==> src/rtl/llr_frame_collector.sv <==
// Collects N = 2**n channel LLRs into a frame register and holds it until the decoder is free.
// Optional macro LLR_SATURATE_EN: store the most-negative LLR as its symmetric counterpart.
module llr_frame_collector #(
    parameter int n = 3,
    parameter int Q = 6
) (
    input  logic                 clk,
    input  logic                 rst_n,
    input  logic [Q-1:0]         llr_in,
    input  logic                 llr_valid,
    input  logic                 llr_first,
    output logic                 llr_ready,
    input  logic                 decoder_busy,
    output logic                 data_valid,
    output logic [(2**n)*Q-1:0]  frame_data,
    output logic                 drop_err
);

    localparam int N  = 2**n;
    // Keep the counter at least one bit wide so n=0 (single-LLR frames) still elaborates.
    localparam int CW = (n > 0) ? n : 1;

    localparam logic [0:0] COLLECT = 1'b0;
    localparam logic [0:0] HOLD    = 1'b1;

    logic [0:0]    state_q, state_d;
    logic [CW-1:0] cnt_q, cnt_d;
    logic          drop_err_q, drop_err_d;

    logic          accept;
    logic [CW-1:0] slot;
    logic          last_slot;
    logic [Q-1:0]  llr_store;

`ifdef LLR_SATURATE_EN
    localparam logic [Q-1:0] MOST_NEG = {1'b1, {(Q-1){1'b0}}};
    localparam logic [Q-1:0] SAT_VAL  = MOST_NEG | {{(Q-1){1'b0}}, 1'b1};

    always_comb begin
        llr_store = (llr_in == MOST_NEG) ? SAT_VAL : llr_in;
    end
`else
    always_comb begin
        llr_store = llr_in;
    end
`endif

    always_comb begin
        accept     = llr_valid && (state_q == COLLECT);
        slot       = llr_first ? '0 : cnt_q;
        last_slot  = (slot == CW'(N-1));
        state_d    = state_q;
        cnt_d      = cnt_q;
        drop_err_d = drop_err_q;

        if (state_q == COLLECT) begin
            if (accept) begin
                cnt_d = slot + CW'(1);
                if (last_slot) begin
                    state_d = HOLD;
                    cnt_d   = '0;
                end
            end
        end else begin
            if (llr_valid) begin
                drop_err_d = 1'b1;
            end
            if (!decoder_busy) begin
                state_d = COLLECT;
                cnt_d   = '0;
            end
        end
    end

    always_ff @(posedge clk or negedge rst_n) begin
        if (!rst_n) begin
            state_q    <= COLLECT;
            cnt_q      <= '0;
            drop_err_q <= 1'b0;
        end else begin
            state_q    <= state_d;
            cnt_q      <= cnt_d;
            drop_err_q <= drop_err_d;
        end
    end

    // One register per slot; only the addressed slot loads on an accept.
    generate
        for (genvar gi = 0; gi < N; gi++) begin : g_slot
            logic [Q-1:0] slot_q, slot_d;

            always_comb begin
                slot_d = slot_q;
                if (accept && (slot == CW'(gi))) begin
                    slot_d = llr_store;
                end
            end

            always_ff @(posedge clk or negedge rst_n) begin
                if (!rst_n) begin
                    slot_q <= '0;
                end else begin
                    slot_q <= slot_d;
                end
            end

            assign frame_data[gi*Q +: Q] = slot_q;
        end
    endgenerate

    assign llr_ready  = (state_q == COLLECT);
    assign data_valid = (state_q == HOLD);
    assign drop_err   = drop_err_q;

endmodule

==> config.mk <==
export PLATFORM = sky130hd
export DESIGN_NAME = llr_frame_collector
export DESIGN_NICKNAME = d
export VERILOG_FILES = /design/src/rtl/llr_frame_collector.sv
export SDC_FILE = /design/constraint.sdc
export NUM_CORES = 1
export LEC_CHECK = 0
export BUFFER_PORTS_ARGS = -buffer_cell sky130_fd_sc_hd__buf_2
export CAP_MARGIN = 30
export CORE_ASPECT_RATIO = 1.4
export CORE_MARGIN = 3
export CORE_UTILIZATION = 35
export DETAILED_ROUTE_END_ITERATION = 8
export GPL_TIMING_DRIVEN = 0
export SYNTH_ARGS = -nofsm -noshare
export SYNTH_HDL_FRONTEND = slang
export SYNTH_SLANG_ARGS = --single-unit
==> constraint.sdc <==
create_clock -name clk -period 1.8 [get_ports clk]
set_clock_uncertainty 0.1 [all_clocks]
set_input_delay 0.18 -clock clk [delete_from_list [all_inputs] [get_ports clk]]
set_output_delay 0.18 -clock clk [all_outputs]
set_load 0.02 [all_outputs]
**Yosys cells after proc, flatten, opt, wreduce, memory -nomap -nowiden**

Index checks and enable logic that the tools add are counted.

- Register bits after elaboration: 53
- Input bits: 11
- Output and inout bits: 51

- Mux-type cells: 9
- Reduce and logical (&&, ||, !) cells: 13
- Bitwise operators: 1
- $add $sub $neg: 1
- Equality and inequality tests: 8

Operators by type and width:

| kind | number |
|---|---|
| $mux W3 | 5 |
| $eq A3 B3 Y1 const B | 4 |
| $logic_and A1 B1 Y1 | 9 |
| $eq A3 B2 Y1 const B | 2 |
| $mux W1 | 4 |
| $reduce_and A2 Y1 | 2 |
| $add A3 B1 Y3 const B | 1 |
| $eq A3 B1 Y1 const B | 1 |
| $logic_not A3 Y1 | 1 |
| $ne A2 B2 Y1 const B | 1 |
| $reduce_bool A2 Y1 | 1 |
| $not A1 Y1 | 1 |

**Depth between registers and ports, before layout**

Gate-level depths: netlist (run 1).

- Depth after elaboration: 5
- Depth in mapped cells: 6
- Depth with buffers taken out: 5

**Least setup slack after synthesis (run 1)**

OpenSTA, ideal clock, no wires.

- Path kind: reg-to-reg
- From: reg state_q (netlist: data_valid)
- To: reg g_slot[4].slot_q[0]
- Setup slack: -0.017 ns
- Arrival time: 1.592 ns
- Stages on the path, launching flop included: 6
- Library setup time: 0.125 ns
- Cell sequence: dfrtp_1 -> buf_6 -> nand3b_4 -> or4_4 -> buf_6 -> mux2_4

- Word-level cells in the longest chain between the ends: 3

Ends and longest elaborated chain:

| item | RTL line | source |
|---|---|---|
| start, declared | 26 | `logic [0:0] state_q, state_d;` |
| start signal, assigned | 81 | `state_q <= state_d;` |
| $not A1 Y1 | 49 | `accept = llr_valid && (state_q == COLLECT);` |
| $logic_and A1 B1 Y1 | 49 |  |
| $logic_and A1 B1 Y1 | 94 | `if (accept && (slot == CW'(gi))) begin` |
| end signal, assigned | 103 | `slot_q <= slot_d;` |
| end, declared | 90 | `logic [Q-1:0] slot_q, slot_d;` |

No other way between the ends.
A chain may end at the register's enable or synchronous reset.

**Worst setup path in the final report (run 1)**

- From: reg state_q (netlist: data_valid)
- To: reg g_slot[4].slot_q[1]

Same word-level chain as after synthesis.

==> impl_metrics.toml, run 1 <==
[critical_path]
cp_cell_sequence = "buf_6, nand3b_4, or4_4, mux2_4"
cp-end-kind = "flop"
r2r-start = "data_valid"
critPathBufInv = 1
r2r_slack_ns = 0.04
reg2reg_depth = 4
slowest_delay_ns = 0.51
cpLargestDelayFamily = "simple AND/OR/NAND/NOR gates"
crit_path_max_fanout = 9
critPathLaunchType = "flop"
required_ns = 1.89
crit_arrival_ns = 1.85
r2r_end = "g_slot[4].slot_q[1]"
slowest_stage = "or4_4"
path_class = "flop to flop"

[finish]
layout_commonest_cell = "buf_2"
layout.nets = 223
syn_to_final_growth_pct = 23.9
multiInputGateArea_sq_um = 796
num-fill-cells = 571
seqCellArea_sq_mm = 0.00133
drive_gt1_share_pct = 61.0
num_antenna_cells = 0
mostFrequentLayoutCells = "buf_2, dfrtp_1, mux2_2, mux2_4, clkbuf_8"
fin_util_pct = 45.3

[worst_hold_path]
hold_start = "decoder_busy"
hold_depth = 3
whs_endpoint = "data_valid"
hp-class = "input port to flop"

[sta]
worst_slack_ns = 0.0430
finalCritPeriodShare_pct = 97.6
post-route-min-period_ns = 1.76
tightest_slew_ns = 0.554
hold_viol_final = 0
slew_headroom_pct = 62.8
max_freq_ghz = 0.569
slew_violations = 0
holdWs_ns = 0.0239
setup_violations = 0
rsz0062_at_grt = "no"

[pwr]
cellPowerDensity_mw_per_mm2 = 1540
switching_share_pct = 37.2
p_sw_mw = 1.54
p_int_mw = 2.59
comb_power_share_pct = 38.9
ir_drop_uv = 679
power_leakage_nw = 1.40
power_frac_seq_pct = 45.1
clockPowerShare_pct = 16.0

[placed_design]
pre_cts_ws_ns = -0.0545
io_buffers = 60
gp_congestion = 0.766
place_hpwl_mm = 3.39

[grt]
grt_pass1_vias = 1383
antenna_found_initial = 0
grt_start_max_net_pins = 36
grt_usage_pct = 13.5
grt_first_pass_wirelength_mm = 7.37
grt_overflow = 0

[floorplanning]
die_width_um = 72.4
start_util_pct = 36.6
die_area_sq_mm = 0.00717
fp.coreArea_sq_mm = 0.00590
fp-row-count = 33
ios = 62
die_y_um = 99.0

[drt]
drt_iter0_markers = 62
drtPass1Iterations = 4
via_per_inst = 4.83
wl_mm = 4.67
antenna_left = 0
num_vias = 1353
route.detailed.drc = 0
detail_route.wl_per_cell_um = 16.7

[clock_network]
clock-root-buffer = "clkbuf_8"
cts_sinks = 53
clock_path_buffers = 2
cts_tree = "done"
clkLatencyLatePin_ns = 0.30
cts_made_buffers = 5
clkSlewWorstSetupHoldPaths_ns = 0.09
htreeDepth = 2

[run]
maxCapViolCount = 0

[yosys]
ys_seq_area_share_pct = 61.4
yosysUniqueCellTypes = 27
syn_area_sq_mm = 0.00216
yosysWarnings = 0
synthCells = 140
ys_seq_elements = 53
syn_area_per_cell_sq_um = 15.4
syn-num-nets = 154

[status]
status = "finished clean"
[worst reg2reg max path, delay by kind of cell, from the launching register on]
kind          cells  cell delay, ns
simple gates      2            0.68
flops             1            0.41
mux               1            0.32
buf+inv           1            0.13
[synth_stat cells]
cell / n / area (sq um)
nand3b_4: 1 / 20.0
nand4_1: 1 / 6.26
nor3_1: 1 / 5.00
nand2_1: 5 / 18.8
nor2_1: 4 / 15.0
mux2_2: 42 / 473
nor3b_2: 1 / 12.5
nand3_1: 1 / 5.00
or4_4: 1 / 11.3
a22o_1: 2 / 17.5
ha_1: 3 / 37.5
clkbuf_1: 1 / 3.75
mux2_4: 6 / 90.1
and3_1: 1 / 6.26
and2_1: 2 / 12.5
o21ai_1: 1 / 5.00
nor2b_1: 2 / 12.5
and2b_1: 1 / 7.51
o21ai_0: 1 / 5.00
nand2b_1: 1 / 6.26
inv_1: 3 / 11.3
a21o_2: 1 / 8.76
a221oi_1: 1 / 8.76
buf_2: 1 / 5.00
buf_4: 1 / 7.51
dfrtp_1: 53 / 1330
buf_6: 2 / 22.5
[what timing repair did]
item	CTS	global route
setup endpoints to repair	6	30
gates resized for setup	1	4
endpoints found under the hold margin	18	0
setup buffers	0	1
hold buffers	1	0
[through the flow]
stage          instances  setup TNS (ns)  area [sq um]  total power, mW
3_5_place_dp         271          -0.263          2570             3.51
6_report             280               0          2680             4.13
5_1_grt              280               0          2680             4.35
3_3_place_gp         270         -0.0386          2550             3.47
2_1_floorplan        140               0          2160             2.89
4_1_cts              280        -0.00511          2670             4.19
[sequential cells by signal, indices dropped and copies added, names as in the netlist]
register	cells
drop_err	1
cnt_q	3
data_valid	1
g_slot.slot_q	48
[cell families (layout without fill, tap and decap cells)]
logic type	count (synthesis)	after routing	share of synthesized area (%)
compound gates	6	6	2.08
fa+ha+maj	3	3	1.74
buf+inv	8	78	2.32
flops	53	53	61.4
mux	48	48	26.1
simple gates	22	22	6.43
[layout make-up]
type	instances	share of cell area [%]
plain buffers	4	1.08
repair buffers	63	12.6
clock buffers	6	2.71
clock inverters	2	0.561
flip-flops and latches	53	49.6
inverters	3	0.421
multi-input cells	79	29.7
well taps	70	3.27
[power groups by stage]
stage,Sequential [mW],Combinational [mW],Clock [mW]
3_5_place_dp,1.89,1.62,0
6_report,1.86,1.60,0.661
2_1_floorplan,2.40,0.487,0
4_1_cts,1.87,1.63,0.687
3_3_place_gp,1.88,1.59,0
5_1_grt,1.92,1.71,0.722
[worst max-delay path by stage]
stage                from                   to  slack (ns)  cells past startpoint
2_1_floorplan  data_valid  g_slot[4].slot_q[0]       0.006                      5
3_3_place_gp     cnt_q[1]  g_slot[6].slot_q[3]      -0.007                      4
3_5_place_dp     cnt_q[1]  g_slot[6].slot_q[4]       -0.05                      4
4_1_cts        data_valid  g_slot[4].slot_q[1]      -0.002                      5
5_1_grt        data_valid  g_slot[4].slot_q[3]      0.0003                      4
6_report       data_valid  g_slot[4].slot_q[1]        0.04                      4
[metal layers]
metal  wire length [um]  vias to the layer above  track usage [%]
li1                   -                      627                -
met1               1980                      686             16.6
met2               2420                       34             23.0
met3                207                        6             3.27
met4                 63                        0             4.26
met5                  0                        -                0
Power figures use the tool's default switching activity.
==> run 2: changes to the inputs <==
==> constraint.sdc (replaced) <==
create_clock -name clk -period 1.4 [get_ports clk]
set_clock_uncertainty 0.1 [all_clocks]
set_input_delay 0.14 -clock clk [delete_from_list [all_inputs] [get_ports clk]]
set_output_delay 0.14 -clock clk [all_outputs]
set_load 0.02 [all_outputs]
==> run 2 against run 1 <==
Net effect:
- worst setup slack worse by 0.32 ns
- critical path depth shrank 1
- register-to-register slack got worse by 0.32 ns
- routed wire length grew 4.0%
- non-clock buffer count is 8 higher
- sequential cell count did not move
- the run now ends with setup timing left
- final cell count rose by 2.9%
- via count increased by 2.3%
- highest routed layer unchanged
- critical path type unchanged
- global-route usage is 1.1 points higher
- sequential power is 30% higher
- first-iteration DRC count is 35% higher
==> impl_metrics.toml, run 2 (synthesized netlist as in run 1, its figures left out) <==
[pwr]
power_leakage_nw = 1.56
ir_drop_uv = 695
cellPowerDensity_mw_per_mm2 = 1960
p_total_mw = 5.95

[placed_design]
io_buffers = 60
gp_congestion = 0.787
place_hpwl_mm = 3.39
postPlaceCellArea_sq_mm = 0.00272

[sta]
hold_viol_final = 0
finalCritPeriodShare_pct = 120
tightest_slew_ns = 0.484
tns_ns = -7.56
rsz0062_at_grt = "yes"
post-route-min-period_ns = 1.67
slew_headroom_pct = 67.7
holdWs_ns = 0.0667
max_freq_ghz = 0.597
worst_slack_ns = -0.275
slew_violations = 0
setup_violations = 42

[drt]
num_vias = 1384
detail_route.wl_per_cell_um = 16.9
drtPass1Iterations = 3
route.detailed.drc = 0
via_per_inst = 4.81
wl_mm = 4.86
drt_iter0_markers = 84
antenna_left = 0

[grt]
grt_use_met1_pct = 19.9
grt_pass1_vias = 1472
grt_util_met2_pct = 23.3
antenna_found_initial = 0
top_usage_layer = "met2"
grt_use_met3_pct = 2.86
grt_overflow = 0
grt_start_max_net_pins = 35
grt_usage_pct = 14.5
grt_first_pass_wirelength_mm = 8.00

[status]
violations = "setup timing"
status = "finished with violations"

[clock_network]
clock-root-buffer = "clkbuf_8"
cts_tree = "done"
cts_sinks = 53
clkLatencyLatePin_ns = 0.29
htreeDepth = 2
clkSlewWorstSetupHoldPaths_ns = 0.10
clock_path_buffers = 2
cts_made_buffers = 5

[critical_path]
crit_arrival_ns = 1.77
startpoint = "data_valid"
critPathLaunchType = "flop"
cp-end-kind = "flop"
crit_path_max_fanout = 6
required_ns = 1.49
path_class = "flop to flop"
reg2reg_depth = 3
r2r-start = "data_valid"

[finish]
largest_registers = "g_slot.slot_q: 48 flops, cnt_q: 3 flops"
mostFrequentLayoutCells = "buf_2, dfrtp_1, mux2_4, mux2_2, buf_4"
num-fill-cells = 536
largest_reg_flops = 48
layout_commonest_cell = "buf_2"
layout.nets = 231
top_register = "g_slot.slot_q"
fin_area_sq_mm = 0.00303
fin_util_pct = 51.3
drive_gt1_share_pct = 69.7
syn_to_final_growth_pct = 40.2
num_antenna_cells = 0

[worst_hold_path]
hp-class = "input port to flop"
hold_start = "llr_valid"
hold_depth = 2

[floorplanning]
fp.coreArea_sq_mm = 0.00590
fp-row-count = 33
die_width_um = 72.4
die_y_um = 99.0
die_area_sq_mm = 0.00717
start_util_pct = 36.6
ios = 62

[run]
maxCapViolCount = 0
## run 2: repair_timing
action | in CTS | in global routing
gates cloned | 0 | 0
endpoints found under the setup margin | 49 | 50
endpoints found under the hold margin | 20 | 0
resized for setup | 23 | 8
pin swaps | 3 | 3
setup buffers | 10 | 2
hold buffers | 2 | 0
## run 2: power by group
group          switching [mW]  internal [mW]
registers               0.314           2.10
clock network           0.484          0.710
logic                    1.24           1.11
## run 2: routing by layer
layer / share of wire, % / wire (um)
met5: 0 / 0
met4: 0.74 / 36
met3: 3.8 / 183
met2: 51 / 2470
met1: 45 / 2170
## run 2: stage by stage
| stage | std cells | worst slack, ns |
|---|---|---|
| after global routing | 288 | -0.313 |
| after global placement | 270 | -0.424 |
| after floorplan | 140 | -0.394 |
| after detailed placement | 271 | -0.442 |
| final | 288 | -0.275 |
| after CTS | 288 | -0.335 |
## run 2: critical path: stages, from the launching register on
cell	delay, ns
dfrtp_2	0.42
nand3b_4	0.15
or4_4	0.57
mux2_4	0.33
## run 2: path summary, 6_finish.rpt
check                                      end  slack, ns
max in group asynchronous             cnt_q[1]       0.42
setup / recovery           g_slot[4].slot_q[5]      -0.27
hold / removal                        drop_err       0.07
min in group asynchronous  g_slot[4].slot_q[1]       0.22
hold reg to reg                       drop_err       0.37
setup reg to reg           g_slot[4].slot_q[5]      -0.27
## run 2: layout make-up
class / instances / area (sq um) / area share (%)
plain buffers: 2 / 21.3 / 0.702
clock buffers: 5 / 68.8 / 2.27
clock inverters: 3 / 65.1 / 2.15
inverters: 3 / 11.3 / 0.372
multi-input cells: 79 / 1000 / 33.2
flip-flops and latches: 53 / 1330 / 43.9
well taps: 70 / 87.6 / 2.89
repair buffers: 73 / 440 / 14.5
